===== config.mk =====
export PLATFORM = sky130hd
export DESIGN_NAME = yarp_fetch_queue
export DESIGN_NICKNAME = d
export VERILOG_FILES = /design/src/rtl/yarp_fetch_pkg.sv /design/src/rtl/yarp_fetch_fifo.sv /design/src/rtl/yarp_fetch_queue.sv
export SDC_FILE = /design/constraint.sdc
export NUM_CORES = 1
export LEC_CHECK = 0
export BUFFER_PORTS_ARGS = -buffer_cell sky130_fd_sc_hd__buf_2
export CAP_MARGIN = 20
export CORE_ASPECT_RATIO = 1.75
export CORE_MARGIN = 5
export CORE_UTILIZATION = 50
export CTS_CLUSTER_SIZE = 25
export DETAILED_ROUTE_END_ITERATION = 10
export PLACE_DENSITY = 0.78
export SYNTH_ARGS = -nofsm -noshare
export SYNTH_HDL_FRONTEND = slang
export SYNTH_HIERARCHICAL = 1
export SYNTH_SLANG_ARGS = --single-unit

===== constraint.sdc =====
create_clock -name clk -period 6.8 [get_ports clk]
set_input_delay 1.02 -clock clk [delete_from_list [all_inputs] [get_ports clk]]
set_output_delay 1.02 -clock clk [all_outputs]
set_load 0.01 [all_outputs]

===== src/rtl/yarp_fetch_pkg.sv =====
// Shared types and constants for the yarp fetch queue.
// YARP_FETCH_ERR_EN adds a per-entry fetch error bit.
package yarp_fetch_pkg;

  localparam int          INSTR_BYTES      = 4;
  localparam logic [31:0] DEFAULT_RESET_PC = 32'h0000_0000;

  typedef struct packed {
    logic [31:0] pc;
    logic [31:0] instr;
`ifdef YARP_FETCH_ERR_EN
    logic        err;
`endif
  } fetch_entry_t;

endpackage


===== src/rtl/yarp_fetch_fifo.sv =====
// DEPTH-entry synchronous FIFO with flush; head reads as zero when empty.
// Entry layout follows YARP_FETCH_ERR_EN through the package type.
module yarp_fetch_fifo
  import yarp_fetch_pkg::*;
#(
  parameter int  DEPTH   = 4,
  parameter type entry_t = fetch_entry_t,
  localparam int CW      = $clog2(DEPTH + 1),
  localparam int PW      = $clog2(DEPTH)
) (
  input  logic          clk,
  input  logic          reset,
  input  logic          push,
  input  entry_t        push_data,
  input  logic          pop,
  input  logic          flush,
  output entry_t        head,
  output logic [CW-1:0] count,
  output logic          empty,
  output logic          full
);

  entry_t        mem [DEPTH];
  logic [PW-1:0] wr_ptr, rd_ptr;

  assign empty = (count == '0);
  assign full  = (count == CW'(DEPTH));
  assign head  = empty ? '0 : mem[rd_ptr];

  always_ff @(posedge clk) begin
    if (reset || flush) begin
      wr_ptr <= '0;
      rd_ptr <= '0;
      count  <= '0;
    end else begin
      if (push) wr_ptr <= wr_ptr + 1'b1;
      if (pop)  rd_ptr <= rd_ptr + 1'b1;
      count <= count + CW'(push) - CW'(pop);
    end
  end

  // Storage needs no reset: nothing is read until a push has landed.
  always_ff @(posedge clk) begin
    if (push) mem[wr_ptr] <= push_data;
  end

endmodule


===== src/rtl/yarp_fetch_queue.sv =====
// Prefetching instruction-fetch front end: PC, credit and drop tracking around a FIFO.
// Define YARP_FETCH_ERR_EN for per-instruction fetch error reporting.
module yarp_fetch_queue
  import yarp_fetch_pkg::*;
#(
  parameter int          DEPTH    = 4,
  parameter logic [31:0] RESET_PC = DEFAULT_RESET_PC
) (
  input  logic        clk,
  input  logic        reset,
  input  logic        fetch_d_cache_busy_i,
  input  logic        redirect_i,
  input  logic [31:0] redirect_pc_i,
  output logic        instr_mem_req_o,
  output logic [31:0] instr_mem_addr_o,
  input  logic        instr_mem_gnt_i,
  input  logic        mem_rd_valid_i,
  input  logic [31:0] mem_rd_data_i,
`ifdef YARP_FETCH_ERR_EN
  input  logic        mem_rd_err_i,
  output logic        instr_err_o,
`endif
  output logic        instr_valid_o,
  input  logic        instr_ready_i,
  output logic [31:0] instr_pc_o,
  output logic [31:0] instr_o
);

  localparam int CW = $clog2(DEPTH + 1);

  logic [31:0]   fetch_pc, resp_pc, new_pc;
  logic [CW-1:0] outstanding, drop_cnt, count, outs_nxt;
  logic          credit_ok, accept, drop, push, pop, empty, fifo_full, halt;
  fetch_entry_t  push_entry, head;

  assign new_pc = redirect_pc_i & 32'hFFFF_FFFC;

`ifdef YARP_FETCH_ERR_EN
  logic err_push;
  assign err_push = push & mem_rd_err_i;
`else
  logic err_push;
  assign err_push = 1'b0;
`endif

  always_comb begin
    credit_ok       = ({1'b0, count} + {1'b0, outstanding}) < (CW+1)'(DEPTH);
    instr_mem_req_o = !reset && !fetch_d_cache_busy_i && !redirect_i && credit_ok && !halt;
    accept          = instr_mem_req_o && instr_mem_gnt_i;
    outs_nxt        = outstanding + CW'(accept) - CW'(mem_rd_valid_i);
    drop            = mem_rd_valid_i && (drop_cnt != '0);
    push            = mem_rd_valid_i && !drop && !redirect_i;
    instr_valid_o   = !empty && !redirect_i;
    pop             = instr_valid_o && instr_ready_i;
    push_entry       = '0;
    push_entry.pc    = resp_pc;
    push_entry.instr = mem_rd_data_i;
`ifdef YARP_FETCH_ERR_EN
    push_entry.err   = mem_rd_err_i;
`endif
  end

  assign instr_mem_addr_o = fetch_pc;
  assign instr_pc_o       = head.pc;
  assign instr_o          = head.instr;
`ifdef YARP_FETCH_ERR_EN
  assign instr_err_o      = head.err;
`endif

  always_ff @(posedge clk) begin
    if (reset) begin
      fetch_pc    <= RESET_PC;
      resp_pc     <= RESET_PC;
      outstanding <= '0;
      drop_cnt    <= '0;
      halt        <= 1'b0;
    end else if (redirect_i) begin
      // Everything still in flight, including this cycle's response, is dropped.
      fetch_pc    <= new_pc;
      resp_pc     <= new_pc;
      outstanding <= outs_nxt;
      drop_cnt    <= outs_nxt;
      halt        <= 1'b0;
    end else begin
      outstanding <= outs_nxt;
      if (accept)   fetch_pc <= fetch_pc + 32'(INSTR_BYTES);
      if (drop)     drop_cnt <= drop_cnt - 1'b1;
      if (push)     resp_pc  <= resp_pc + 32'(INSTR_BYTES);
      if (err_push) halt     <= 1'b1;
    end
  end

  yarp_fetch_fifo #(.DEPTH(DEPTH), .entry_t(fetch_entry_t)) u_fifo (
    .clk       (clk),
    .reset     (reset),
    .push      (push),
    .push_data (push_entry),
    .pop       (pop),
    .flush     (redirect_i),
    .head      (head),
    .count     (count),
    .empty     (empty),
    .full      (fifo_full)
  );

  a_no_push_full: assert property (@(posedge clk) disable iff (reset) !(push && fifo_full))
    else $error("fetch fifo push while full");

endmodule

; Word-level counts from Yosys, hierarchy flattened
; Memories as Yosys holds them, arrays and structs flattened. A register that Yosys moved wholly into a read port is not among the register bits.
; Cells that the tools add are included.
[word_totals]
ff_bits = 77
mem_bits_rw = 256
input_bits = 71
out_inout_bits = 98
wordCells = 53
mem_count = 1
[memory_table]
columns = name, words, word_bits, rd, rd_ports_with_merged_regs, wr, line_no
row1 = u_fifo.mem, 4, 64, 1, 1, 1, yarp_fetch_fifo.sv:23  ; entry_t mem [DEPTH];
[op_classes]
n_addsub = 10
magnitude_cmp = 1
n_mux = 11
reduce_logical = 21
[ops]
columns = cell, n
row1 = $mux 32, 4
row2 = $add 32x3->32 const B, 2
row3 = $mux 64, 1
row4 = $logic_and 1x1->1, 9
row5 = $add 3x1->3, 2
row6 = $mux 3, 2
row7 = $reduce_bool 2->1, 3
row8 = $sub 3x1->3, 2
row9 = $logic_not 1->1, 5
row10 = $add 2x1->2 const B, 2
row11 = $add 3x3->4, 1
row12 = $lt 4x3->1 const B, 1
row13 = $mux 2, 2
row14 = $logic_not 3->1, 1
row15 = $reduce_bool 3->1, 1
row16 = $sub 3x1->3 const B, 1
row17 = $mux 1, 2
row18 = $reduce_or 2->1, 1
row19 = $logic_or 1x1->1, 1

; Longest topological paths before layout
[depth]
word_depth = 8
depth_mapped = 14
depth_no_buf = 11

; By module
; The synthesis kept the hierarchy.
[by_module_without_submodules]
columns = module, instances, cells_per_inst, area_per_inst_um2, seq_area_each_um2
row1 = yarp_fetch_fifo, 1, 452, 10194.8, 7867.5
row2 = yarp_fetch_queue, 1, 456, 3776.1, 1321.3

; Least setup slack after synthesis
; OpenSTA, ideal clock, no wires.
[synth_timing]
path_type = input -> register
start = in redirect_i
end = mem u_fifo/mem[0][0] in the netlist's numbering, enable pin
setup_time_ns = 0.429
t_arrival_ns = 3.285
required_ns = 6.371
setup_slack_ns = 3.087
path_stages = 4
path_buffers = 2
cell_sequence = clkbuf_1 clkbuf_1 nor2_1 and2_1
[synth_via]
elab_chain_len = 4
[synth_rtl]
columns = item, line_no
row1 = start: declaration, yarp_fetch_queue.sv:12  ; input logic redirect_i,
row2 = $logic_not 1->1, yarp_fetch_queue.sv:52  ; push = mem_rd_valid_i && !drop && !redirect_i;
row3 = $logic_and 1x1->1, yarp_fetch_queue.sv:52
row4 = via push, yarp_fetch_queue.sv:33  ; logic credit_ok, accept, drop, push, pop, empty, fifo_full, halt;
row5 = $mux 1, yarp_fetch_fifo.sv:44  ; if (push) mem[wr_ptr] <= push_data;
row6 = $mux 1 (not written as such), yarp_fetch_fifo.sv:44
row7 = end: declaration, yarp_fetch_fifo.sv:23
; The timed path passes the listed nets, and every way through them passes these cells.

==> flow_summary.toml <==
[critical_path]
cp_max_fo = 33
reg2reg_depth = 11
crit_path_max_incr_delay_ps = 800
end_kind = "output port"
required_ps = 5780
startpoint_type = "flip-flop"
path_cells = "buf_4, mux4_2, and2_1, buf_2"
crit_path_top_delay_cell = "dfxtp_4"
critPathKind = "reg2out"
cp.arrival_ps = 3000

[cells_and_area]
finalInstanceArea_um2 = 16020
layout_commonest_cell = "edfxtp_1"
drive_above_1_share_pct = 28.22
diodes = 0
layout_common_cells = "edfxtp_1, buf_2, dfxtp_1"
finalNetCount = 1160
area_growth_pct = 14.72

[sta]
setup_tns_ps = 0
skew_ps = 18.34
finalWorstSetupSlack_ps = 2785
finalCriticalPeriod_ps = 4015
grt_setup_unrepaired = "no"
worstMarginPinSlew_ps = 1076
hold_ws_ps = 539.0
finalHoldViolCount = 0
fin_crit_sh_pct = 59.05
relSlewSlack_pct = 28.28
slew_viol_final = 0
fmax_mhz = 249.0
setup_viol = 0

[grt]
antenna_found_initial = 0
grt_start_max_net_pins = 66
grt_overflow = 0
grt.total_usage_pct = 18.22
first_global_vias = 8491
grt_pass1_wl_um = 45200

[drt]
via_per_inst = 5.499
route.detailed.drc = 0
dr_wl_met3_um = 1262
wl_met1_um = 10890
maxUsedRoutingLayer = "met4"
first_pass_iters = 5
initialDrtViolationCount = 518
wire_per_inst_um = 19.41
wl_met2_um = 15570
drt_wl_total_um = 28490
num_vias = 8072
final_antenna_net_count = 0

[clock_network]
hold_buffers = 0
cts.root.buffer_cell = "clkbuf_16"
cts.htree.levels = 1
clkLatencyLatePin_ps = 550
clockBufferDepth = 3
tritoncts = "built"
clkTransAtPathRegs_ps = 70
cts_buffers = 29
cts.sinks = 331
postCtsSetupBuffers = 0
cts_resized = 0

[placement]
post-place-ws_ps = 2757
gp_congestion = 0.8803
place_area_um2 = 15050
io_buffers = 164
hpwl_um = 18140

[floorplanning]
start_util_pct = 50.28
die_w_um = 136.3
die_area_um2 = 31500
dieHeight_um = 231.1
io-pin-count = 169
rows = 81
core_um2 = 27770

[yosys]
synth_cells = 907
syn_area_per_cell_um2 = 15.40
yosysWarnings = 6
syn-cell-area_um2 = 13960

[power_and_ir_drop]
leakage_nw = 5.667
power.total_mw = 4.247
p_per_area_nw_per_um2 = 265.1
ir_worst_vdd_v = 0.0001943

[hold_path]
min-delay-path-class = "reg2reg"
hold_path_depth = 2

[status]
run_status = "completed"

[flow_run]
drv_cap = 0
-- layout make-up --
| cell class | count | area (um2) |
|---|---|---|
| well taps | 373 | 466.7 |
| repair buffers | 174 | 908.4 |
| inverters | 33 | 123.9 |
| clock inverters | 20 | 180.2 |
| flip-flops and latches | 331 | 9194 |
| fillers | 2230 | 11750 |
| clock buffers | 33 | 770.7 |
| multi-input cells | 504 | 4375 |
-- metal layers --
layer / global-route usage [%] / vias to the layer above
met5: 0 / -
li1: - / 3795
met3: 1.846 / 49
met1: 22.11 / 3993
met4: 6.116 / 0
met2: 33.56 / 235
-- critical path, delay by kind of cell, from the launching register on --
| kind | cells | cell delay (ps) |
|---|---|---|
| DFF | 1 | 800 |
| muxes | 1 | 650 |
| and+or+nand+nor | 1 | 180 |
| buffers and inverters | 2 | 790 |
-- path summary, 6_finish.rpt --
check,slack (ps),to,from
worst max-delay path,2780,instr_pc_o[11],flip-flop
worst min-delay path,540,instr_mem_addr_o[12]$_SDFFE_PP0P_,instr_mem_addr_o[12]$_SDFFE_PP0P_
worst max register to register,3470,drop_cnt[2]$_SDFFE_PP0P_,outstanding[2]$_SDFF_PP0_
worst min register to register,540,instr_mem_addr_o[12]$_SDFFE_PP0P_,instr_mem_addr_o[12]$_SDFFE_PP0P_
-- flip-flops by register name, summed over array words and instances (netlist names), named ones only --
register,count
u_fifo/mem,256
instr_mem_addr_o,30
resp_pc,30
drop_cnt,3
outstanding,3
u_fifo/count,3
u_fifo/rd_ptr,2
u_fifo/wr_ptr,2
-- power by group --
group	total, mW	leakage, nW	switching [mW]	internal, mW
logic	0.311	2.25	0.178	0.134
registers	2.31	2.95	0.0582	2.25
clock network	1.62	0.462	0.725	0.900
total	4.25	5.67	0.961	3.29
-- stage by stage --
stage	std cells	utilization (%)
final	1468	57.69
after global routing	1468	57.69
after CTS	1467	57.61
after detailed placement	1414	54.19
after global placement	1414	54.19
after floorplan	916	-
(Power assumes the default switching activity.)
